<file path="config.mk">
export PLATFORM = sky130hd
export DESIGN_NAME = hazard_ctrl
export DESIGN_NICKNAME = d
export VERILOG_FILES = /design/src/rtl/hazard_ctrl.sv
export SDC_FILE = /design/constraint.sdc
export NUM_CORES = 1
export LEC_CHECK = 0
export ABC_AREA = 0
export CAP_MARGIN = 25
export CORE_MARGIN = 1.5
export CORE_UTILIZATION = 30
export CTS_CLUSTER_DIAMETER = 80
export DETAILED_ROUTE_END_ITERATION = 8
export GPL_ROUTABILITY_DRIVEN = 0
export GPL_TIMING_DRIVEN = 0
export HOLD_SLACK_MARGIN = 0.12
export SLEW_MARGIN = 20
export SYNTH_ARGS = -nofsm -noshare
export SYNTH_HDL_FRONTEND = slang
export SYNTH_SLANG_ARGS = --single-unit
</file>
<file path="constraint.sdc">
create_clock -name clock -period 1.9 [get_ports clock]
set_clock_uncertainty 0.15 [all_clocks]
set_input_delay 0.285 -clock clock [delete_from_list [all_inputs] [get_ports clock]]
set_output_delay 0.285 -clock clock [all_outputs]
set_load 0.01 [all_outputs]
</file>
<file path="src/rtl/hazard_ctrl.sv">
// Hazard and sequencing controller for the 5-stage LEGv8 pipeline.
// Detects load-use stalls, taken-branch flushes and data-RAM wait freezes,
// and selects the EX-stage forwarding sources. It keeps a shadow copy of the
// destination/control fields carried in ID/EX, EX/MEM and MEM/WB.
module hazard_ctrl #(
   parameter int REG_W    = 5,
   parameter int ZERO_REG = 31,
   parameter int CNT_W    = 16
) (
   input  logic             clock,
   input  logic             reset,
   input  logic             id_valid,
   input  logic [REG_W-1:0] id_rn,
   input  logic [REG_W-1:0] id_rm,
   input  logic             id_uses_rn,
   input  logic             id_uses_rm,
   input  logic [REG_W-1:0] id_rd,
   input  logic             id_regwrite,
   input  logic             id_memread,
   input  logic             ex_branch_tkn,
   input  logic             mem_busy,
   output logic             pc_we,
   output logic             if_id_we,
   output logic             if_id_flush,
   output logic             id_ex_bubble,
   output logic             pipe_we,
   output logic [1:0]       fwd_a,
   output logic [1:0]       fwd_b,
   output logic [CNT_W-1:0] stall_cnt,
   output logic [CNT_W-1:0] flush_cnt
);

   localparam logic [REG_W-1:0] ZR      = REG_W'(ZERO_REG);
   localparam logic [CNT_W-1:0] CNT_MAX = '1;

   typedef enum logic [1:0] {RUN, LU_STALL, MEM_WAIT} state_e;

   state_e           state_q, state_d;
   logic [REG_W-1:0] ex_rn_q, ex_rm_q, ex_rd_q, mem_rd_q, wb_rd_q;
   logic             ex_uses_rn_q, ex_uses_rm_q, ex_rw_q, ex_mr_q;
   logic             mem_rw_q, wb_rw_q;
   logic [CNT_W-1:0] stall_cnt_q, stall_cnt_d, flush_cnt_q, flush_cnt_d;
   logic             load_use, stall_inc, flush_inc, ex_load;

   // Forwarding select for one ALU operand; EX/MEM result is newer than MEM/WB.
   function automatic logic [1:0] fwd_sel(input logic uses, input logic [REG_W-1:0] src,
                                          input logic m_rw, input logic [REG_W-1:0] m_rd,
                                          input logic w_rw, input logic [REG_W-1:0] w_rd);
      logic [1:0] sel;
      sel = 2'b00;
      if (uses && src != ZR) begin
         if (m_rw && m_rd == src)      sel = 2'b10;
         else if (w_rw && w_rd == src) sel = 2'b01;
      end
      return sel;
   endfunction

   // A load in EX whose destination the ID instruction reads. In LU_STALL the
   // load has moved to MEM and EX holds the bubble, so detection is masked.
   assign load_use = (state_q != LU_STALL) && ex_mr_q && (ex_rd_q != ZR) &&
                     ((id_uses_rn && id_rn == ex_rd_q) || (id_uses_rm && id_rm == ex_rd_q));

   // Next state, pipeline enables, forwarding selects and counter increments.
   always_comb begin
      // NOTE: every output gets a default first so no path through the
      // if/else chain can leave it unassigned and infer a latch.
      state_d      = RUN;
      pc_we        = 1'b1;
      if_id_we     = 1'b1;
      if_id_flush  = 1'b0;
      id_ex_bubble = 1'b0;
      pipe_we      = 1'b1;
      fwd_a        = 2'b00;
      fwd_b        = 2'b00;
      stall_inc    = 1'b0;
      flush_inc    = 1'b0;
      if (!reset) begin
         fwd_a = fwd_sel(ex_uses_rn_q, ex_rn_q, mem_rw_q, mem_rd_q, wb_rw_q, wb_rd_q);
         fwd_b = fwd_sel(ex_uses_rm_q, ex_rm_q, mem_rw_q, mem_rd_q, wb_rw_q, wb_rd_q);
         if (mem_busy) begin
            state_d   = MEM_WAIT;
            pc_we     = 1'b0;
            if_id_we  = 1'b0;
            pipe_we   = 1'b0;
            stall_inc = 1'b1;
         end else if (ex_branch_tkn) begin
            if_id_flush  = 1'b1;
            id_ex_bubble = 1'b1;
            flush_inc    = 1'b1;
         end else if (load_use) begin
            state_d      = LU_STALL;
            pc_we        = 1'b0;
            if_id_we     = 1'b0;
            id_ex_bubble = 1'b1;
            stall_inc    = 1'b1;
         end
      end
   end

   assign ex_load     = id_valid && !id_ex_bubble;
   assign stall_cnt_d = (stall_inc && stall_cnt_q != CNT_MAX) ? stall_cnt_q + 1'b1 : stall_cnt_q;
   assign flush_cnt_d = (flush_inc && flush_cnt_q != CNT_MAX) ? flush_cnt_q + 1'b1 : flush_cnt_q;

   // State, counters and pipeline shadow registers.
   always_ff @(posedge clock) begin
      // NOTE: non-blocking assignments so every register samples the
      // pre-edge values, matching the real pipeline registers shifting together.
      if (reset) begin
         state_q      <= RUN;
         stall_cnt_q  <= '0;
         flush_cnt_q  <= '0;
         ex_rn_q      <= '0;
         ex_rm_q      <= '0;
         ex_rd_q      <= '0;
         ex_uses_rn_q <= 1'b0;
         ex_uses_rm_q <= 1'b0;
         ex_rw_q      <= 1'b0;
         ex_mr_q      <= 1'b0;
         mem_rd_q     <= '0;
         mem_rw_q     <= 1'b0;
         wb_rd_q      <= '0;
         wb_rw_q      <= 1'b0;
      end else begin
         state_q     <= state_d;
         stall_cnt_q <= stall_cnt_d;
         flush_cnt_q <= flush_cnt_d;
         if (pipe_we) begin
            ex_rn_q      <= ex_load ? id_rn       : '0;
            ex_rm_q      <= ex_load ? id_rm       : '0;
            ex_rd_q      <= ex_load ? id_rd       : '0;
            ex_uses_rn_q <= ex_load ? id_uses_rn  : 1'b0;
            ex_uses_rm_q <= ex_load ? id_uses_rm  : 1'b0;
            ex_rw_q      <= ex_load ? id_regwrite : 1'b0;
            ex_mr_q      <= ex_load ? id_memread  : 1'b0;
            mem_rd_q     <= ex_rd_q;
            mem_rw_q     <= ex_rw_q;
            wb_rd_q      <= mem_rd_q;
            wb_rw_q      <= mem_rw_q;
         end
      end
   end

   assign stall_cnt = stall_cnt_q;
   assign flush_cnt = flush_cnt_q;

endmodule

</file>
# ---- Word-level counts from Yosys, hierarchy flattened
# Index checks and enable logic that the tools add are counted.
dict set report op_classes {
  n_addsub 2
  n_mul 0
  n_div 0
  order_cmp 0
  eq_ne 12
  shifts 0
  muxes 34
  bitwise 0
  n_reduce_logical 17
}
# operator n
set op_table {}
lappend op_table {{$add 16x1->16 const B} 2}
lappend op_table {{$ne 16x16->1 const B} 2}
lappend op_table {{$eq 5x5->1} 6}
lappend op_table {{$mux 1} 24}
lappend op_table {{$mux 5} 3}
lappend op_table {{$ne 5x5->1 const B} 3}
lappend op_table {{$logic_and 1x1->1} 14}
lappend op_table {{$mux 2} 7}
lappend op_table {{$reduce_or 3->1} 1}
lappend op_table {{$ne 2x1->1 const B} 1}
lappend op_table {{$logic_not 1->1} 1}
lappend op_table {{$logic_or 1x1->1} 1}
dict set report totals {
  regBits 65
  latchBits 0
  mem_bits_rw 0
  romBits 0
  in_bits 24
  out_inout_bits 41
  n_memories 0
}

# ---- Logic depth before layout (Yosys ltp)
dict set report depth {
  word_depth 11
  mapped_depth 9
}

# ---- Worst setup path before layout
# OpenSTA, ideal clock, no wires.
dict set report synth_path {
  path_kind {register to register}
  start {reg ex_rd_q[3]}
  end {reg stall_cnt_q[7] (netlist: stall_cnt[7])}
  setup_time_ps 123
  t_arrival_ps 1726
  path_slack_ps -100
  stages_incl_launch_ff 8
  path_buffers 1
  path_cell_list {dfxtp_1 xnor2_1 nand4_1 o22ai_2 a31oi_1 buf_2 nor4_1 mux2_1}
}
dict set report synth_via {
  elab_chain_cells 9
  word_cells_on_any_way 13
  classes_between {3 x eq/ne; 4 x mux; 6 x reduce/logical}
}
# item line
set synth_rtl {}
lappend synth_rtl {{from (decl)} 39} ;# logic [REG_W-1:0] ex_rn_q, ex_rm_q, ex_rd_q, mem_rd_q, wb_rd_q;
lappend synth_rtl {{from (signal assigned)} 130} ;# ex_rd_q <= ex_load ? id_rd : '0;
lappend synth_rtl {{$eq 5x5->1} 61} ;# ((id_uses_rn && id_rn == ex_rd_q) || (id_uses_rm && id_rm == ex_rd_q));
lappend synth_rtl {{$logic_and 1x1->1} 61}
lappend synth_rtl {{$logic_or 1x1->1} 61}
lappend synth_rtl {{$logic_and 1x1->1 *} 60} ;# assign load_use = (state_q != LU_STALL) && ex_mr_q && (ex_rd_q != ZR) &&
lappend synth_rtl {{$mux 1 *} 90} ;# end else if (load_use) begin
lappend synth_rtl {{$mux 1 *} 86} ;# end else if (ex_branch_tkn) begin
lappend synth_rtl {{$mux 1 *} 80} ;# if (mem_busy) begin
lappend synth_rtl {{$mux 1 *} 77} ;# if (!reset) begin
lappend synth_rtl {{$logic_and 1x1->1 *} 101} ;# assign stall_cnt_d = (stall_inc && stall_cnt_q != CNT_MAX) ? stall_cnt_q + 1'b1 : stall_cnt_q;
lappend synth_rtl {{to (signal assigned)} 125} ;# stall_cnt_q <= stall_cnt_d;
lappend synth_rtl {{to (decl)} 42} ;# logic [CNT_W-1:0] stall_cnt_q, stall_cnt_d, flush_cnt_q, flush_cnt_d;
# Every way passes the cells marked *; elsewhere a longest branch is shown, timed or not.
# A chain may end at the register's enable or synchronous reset.

# ---- Worst setup path in the final report
dict set report layout_path {
  start {in id_rn[1]}
  end {out pc_we}
}
dict set report layout_via {
  elab_chain_cells 8
}
# item line
set layout_rtl {}
lappend layout_rtl {{from (decl)} 13} ;# input logic [REG_W-1:0] id_rn,
lappend layout_rtl {{$eq 5x5->1} 61}
lappend layout_rtl {{$logic_and 1x1->1} 61}
lappend layout_rtl {{$logic_or 1x1->1} 61}
lappend layout_rtl {{$logic_and 1x1->1} 60}
lappend layout_rtl {{$mux 1} 90}
lappend layout_rtl {{$mux 1} 86}
lappend layout_rtl {{$mux 1} 80}
lappend layout_rtl {{$mux 1} 77}
lappend layout_rtl {{to (decl)} 22} ;# output logic pc_we,
# No other way between the ends.

==> impl_metrics.py <==
metrics = {
    "outcome": {
        "outcome": "finished, violations left",
        "violations": "negative setup slack",
    },
    "power": {
        "combPwrFrac_pct": 9.6,
        "p_seq_share_pct": 50.1,
        "ir_drop_uv": 268,
        "power_mw": 2.78,
        "p_clk_share_pct": 40.4,
        "swShare_pct": 23.7,
        "p_int_mw": 2.12,
        "p_leak_nw": 1.88,
        "powerDensity_nw_per_um2": 569,
        "p_switching_uw": 660,
    },
    "logic_synthesis": {
        "postSynthCellCount": 335,
        "ys.flop_type": "dfxtp_1",
        "yosys_warnings": 0,
        "yosys.area.top_type": "dfxtp_1",
        "synth_top_area_share_pct": 42.0,
        "syn_area_um2": 3100,
        "async_reset_ff_share_pct": 0,
        "ys_ff_latch": 65,
        "yosys-top-cells-area": "dfxtp_1 42%, xnor2_1 6.5%, xor2_1 5.4%",
        "synth_nets": 361,
        "synth_edf_count": 0,
        "ys_types": 46,
        "avgSynthCellArea_um2": 9.26,
        "synth_seq_area_share_pct": 42.0,
    },
    "critical_path": {
        "r2r_start": "ex_rd_q[0]",
        "worst_path_max_delay_cell": "clkdlybuf4s50_1",
        "crit_type": "in2out",
        "critPathLaunchType": "primary input",
        "worst_setup_path_end_kind": "output pin",
        "r2r_cells": 10,
        "worst_ep_required_time_ps": 1460,
        "regToRegEndpoint": "stall_cnt[2]",
        "crit_path_frequent_cell": "buf_6",
        "arrival_ps": 1850,
        "reg2reg_slack_ps": -310,
        "cpPeakStageDelay_ps": 500,
        "cp_cell_sequence": "clkdlybuf4s50_1 > xnor2_1 > nand2_1 > o22ai_2 > a31oi_2 > buf_4 > buf_8 > buf_6 > buf_6",
        "crit_path_max_fanout": 3,
    },
    "sta": {
        "fmax_mhz": 437,
        "drv_slew": 0,
        "period_needed_ps": 2290,
        "final-setup-viol-count": 46,
        "hold_viol_final": 0,
        "slew_headroom_pct": 54.5,
        "fin_crit_sh_pct": 120,
        "setup_slack_ps": -387,
        "rsz0062_at_grt": "true",
        "worstMarginPinSlew_ps": 683,
    },
    "drt": {
        "avgRoutedWirePerCell_um": 15.4,
        "vias": 2967,
        "wirelength_mm": 8.99,
        "first_pass_iters": 4,
        "drt_iter0_markers": 96,
        "avgViaCountPerCell": 5.09,
        "final_antenna_net_count": 0,
        "drc_errors": 0,
    },
    "clock_network": {
        "clockBufferDepth": 2,
        "clock_sinks": 65,
        "insertion_delay_ps": 340,
        "cts_hold_buffers": 0,
        "clk_pin_slew_ps": 70,
        "cts_tree": "yes",
        "cts_root_buffer": "clkbuf_8",
        "htree_levels": 3,
        "numCtsBuffers": 9,
    },
    "placement": {
        "numPortBuffers": 63,
        "post-place-ws_ps": -1090,
        "dp.cells": 531,
        "dp_hpwl_mm": 5.78,
    },
    "floorplanning": {
        "num_rows": 36,
        "die_w_um": 105,
        "initial_core_util_pct": 31.3,
        "io_pins": 65,
        "fp.dieH_um": 105,
        "core_um2": 9910,
        "die_area_um2": 11000,
    },
    "grt": {
        "overflow": 0,
        "antenna_found_initial": 0,
        "grt_start_max_net_pins": 11,
        "track_usage_pct": 16.1,
        "grt_pass1_vias": 2851,
        "grt_pass1_wl_mm": 14.2,
    },
    "final_layout": {
        "antenna_cells": 0,
        "syn2layout_area_growth_pct": 57.5,
        "nNetsFinal": 471,
        "instances_no_fill": 583,
        "drive_gt1_share_pct": 36.4,
    },
    "worst_hold_path": {
        "worstHoldStart": "id_rn[4]",
        "hold_path.class": "in2reg",
        "min_path_cells": 2,
        "hold_end": "ex_rn_q[4]",
    },
    "run": {
        "max_cap_viol_count": 0,
    },
}
==> metal layers <==
layer  vias to the layer above  track usage [%]  wire [um]
li1                       1450                -          -
met1                      1443             20.3       4060
met2                        67             27.2       4480
met3                         7             3.99        377
met4                         0             4.11         74
met5                         -                0          0
==> Yosys cell counts, types with 4 or more instances <==
library cell and number:
and3_1 4, xor2_1 19, clkbuf_1 8, or4_1 11, or3_1 4, o21ai_0 6, buf_2 5, nor3_1 8
a22o_1 18, nor2_1 30, nand4_1 14, mux2i_1 14, inv_1 8, nand2_1 14, o31ai_1 8, xnor2_1 23
dfxtp_1 65, nor4_1 8, nand3_1 16, a21oi_1 14
==> worst max-delay path by stage <==
stage / from / to / cells after the start
floorplan: ex_rd_q[0] / stall_cnt[7] / 7
global placement: id_rn[0] / pc_we / 9
detailed placement: id_rn[4] / pc_we / 9
CTS: ex_rd_q[0] / pc_we / 8
global route: ex_rd_q[0] / pc_we / 8
finish: id_rn[1] / pc_we / 9
==> layout make-up <==
type / instances / area, um^2
inverter: 8 / 30.0
fill: 937 / 5020
multi-input combinational: 244 / 2040
clock buffer: 14 / 183
clock inverter: 2 / 10.0
sequential: 65 / 1370
buffer: 16 / 151
tap: 133 / 166
timing repair buffer: 101 / 931
==> power by group through the flow <==
stage	clock, mW	sequential [mW]	combinational (mW)
after floorplan	0	1.43	0.109
after CTS	1.17	1.39	0.242
after detailed placement	0	1.44	0.207
after global routing	1.24	1.39	0.284
final	1.12	1.39	0.266
after global placement	0	1.44	0.205
==> registers in the layout, indices dropped and copies added (netlist names) <==
name,count
ex_mr_q,1
wb_rw_q,1
ex_rw_q,1
ex_rn_q,5
ex_rd_q,5
stall_cnt,16
ex_uses_rm_q,1
ex_uses_rn_q,1
flush_cnt,16
ex_rm_q,5
state_q,2
wb_rd_q,5
mem_rd_q,5
mem_rw_q,1
==> critical path: cells and delay by family <==
| family | cells | cell delay, ps |
|---|---|---|
| buf+inv | 5 | 1000 |
| compound gates | 2 | 340 |
| xor+xnor | 1 | 130 |
| simple gates | 1 | 110 |
==> stage by stage <==
step                hold slack [ps]  utilization, %  instance area [um^2]  TNS [ps]
floorplan                       261               -                  3130     -8.10
global placement                323            39.7                  3930    -30710
detailed placement              329            39.7                  3930    -31350
CTS                             175            46.5                  4610     -4570
global route                    186            49.3                  4880     -8920
finish                          195            49.3                  4880     -5800
==> cells by family (layout without fill, tap and decap cells) <==
family,Yosys count,in the layout,share of synthesized area (%)
simple gates,125,125,22.1
compound gates,60,60,14.2
buf+inv,26,141,4.20
xor+xnor,42,42,11.9
flops,65,65,42.0
mux,15,15,4.88
fa+ha+maj,2,2,0.807
==> placed cells by master, fill, tap and decap left out, drive strengths merged, types with 4 or more instances in the layout <==
cell type / Yosys / layout
mux2i: 14 / 14
nor2: 30 / 30
xor2: 19 / 19
dfxtp: 65 / 65
nand4: 14 / 14
a22o: 19 / 19
nor3: 9 / 9
inv: 8 / 8
nand3: 16 / 16
nand2: 15 / 15
clkbuf: 8 / 22
o21ai: 8 / 8
o31ai: 8 / 8
or3: 4 / 4
a21oi: 15 / 15
and3: 5 / 5
nor4: 8 / 8
xnor2: 23 / 23
buf: 10 / 53
or4: 11 / 11
dlygate4sd2: 0 / 10
clkdlybuf4s50: 0 / 46
==> repair_timing <==
item / CTS / global route
pin swaps: 36 / 26
buffers inserted: 30 / 8
gates resized for setup: 128 / 39
setup endpoints to repair: 60 / 55
gates cloned: 1 / 1
Power figures use the tool's default switching activity.
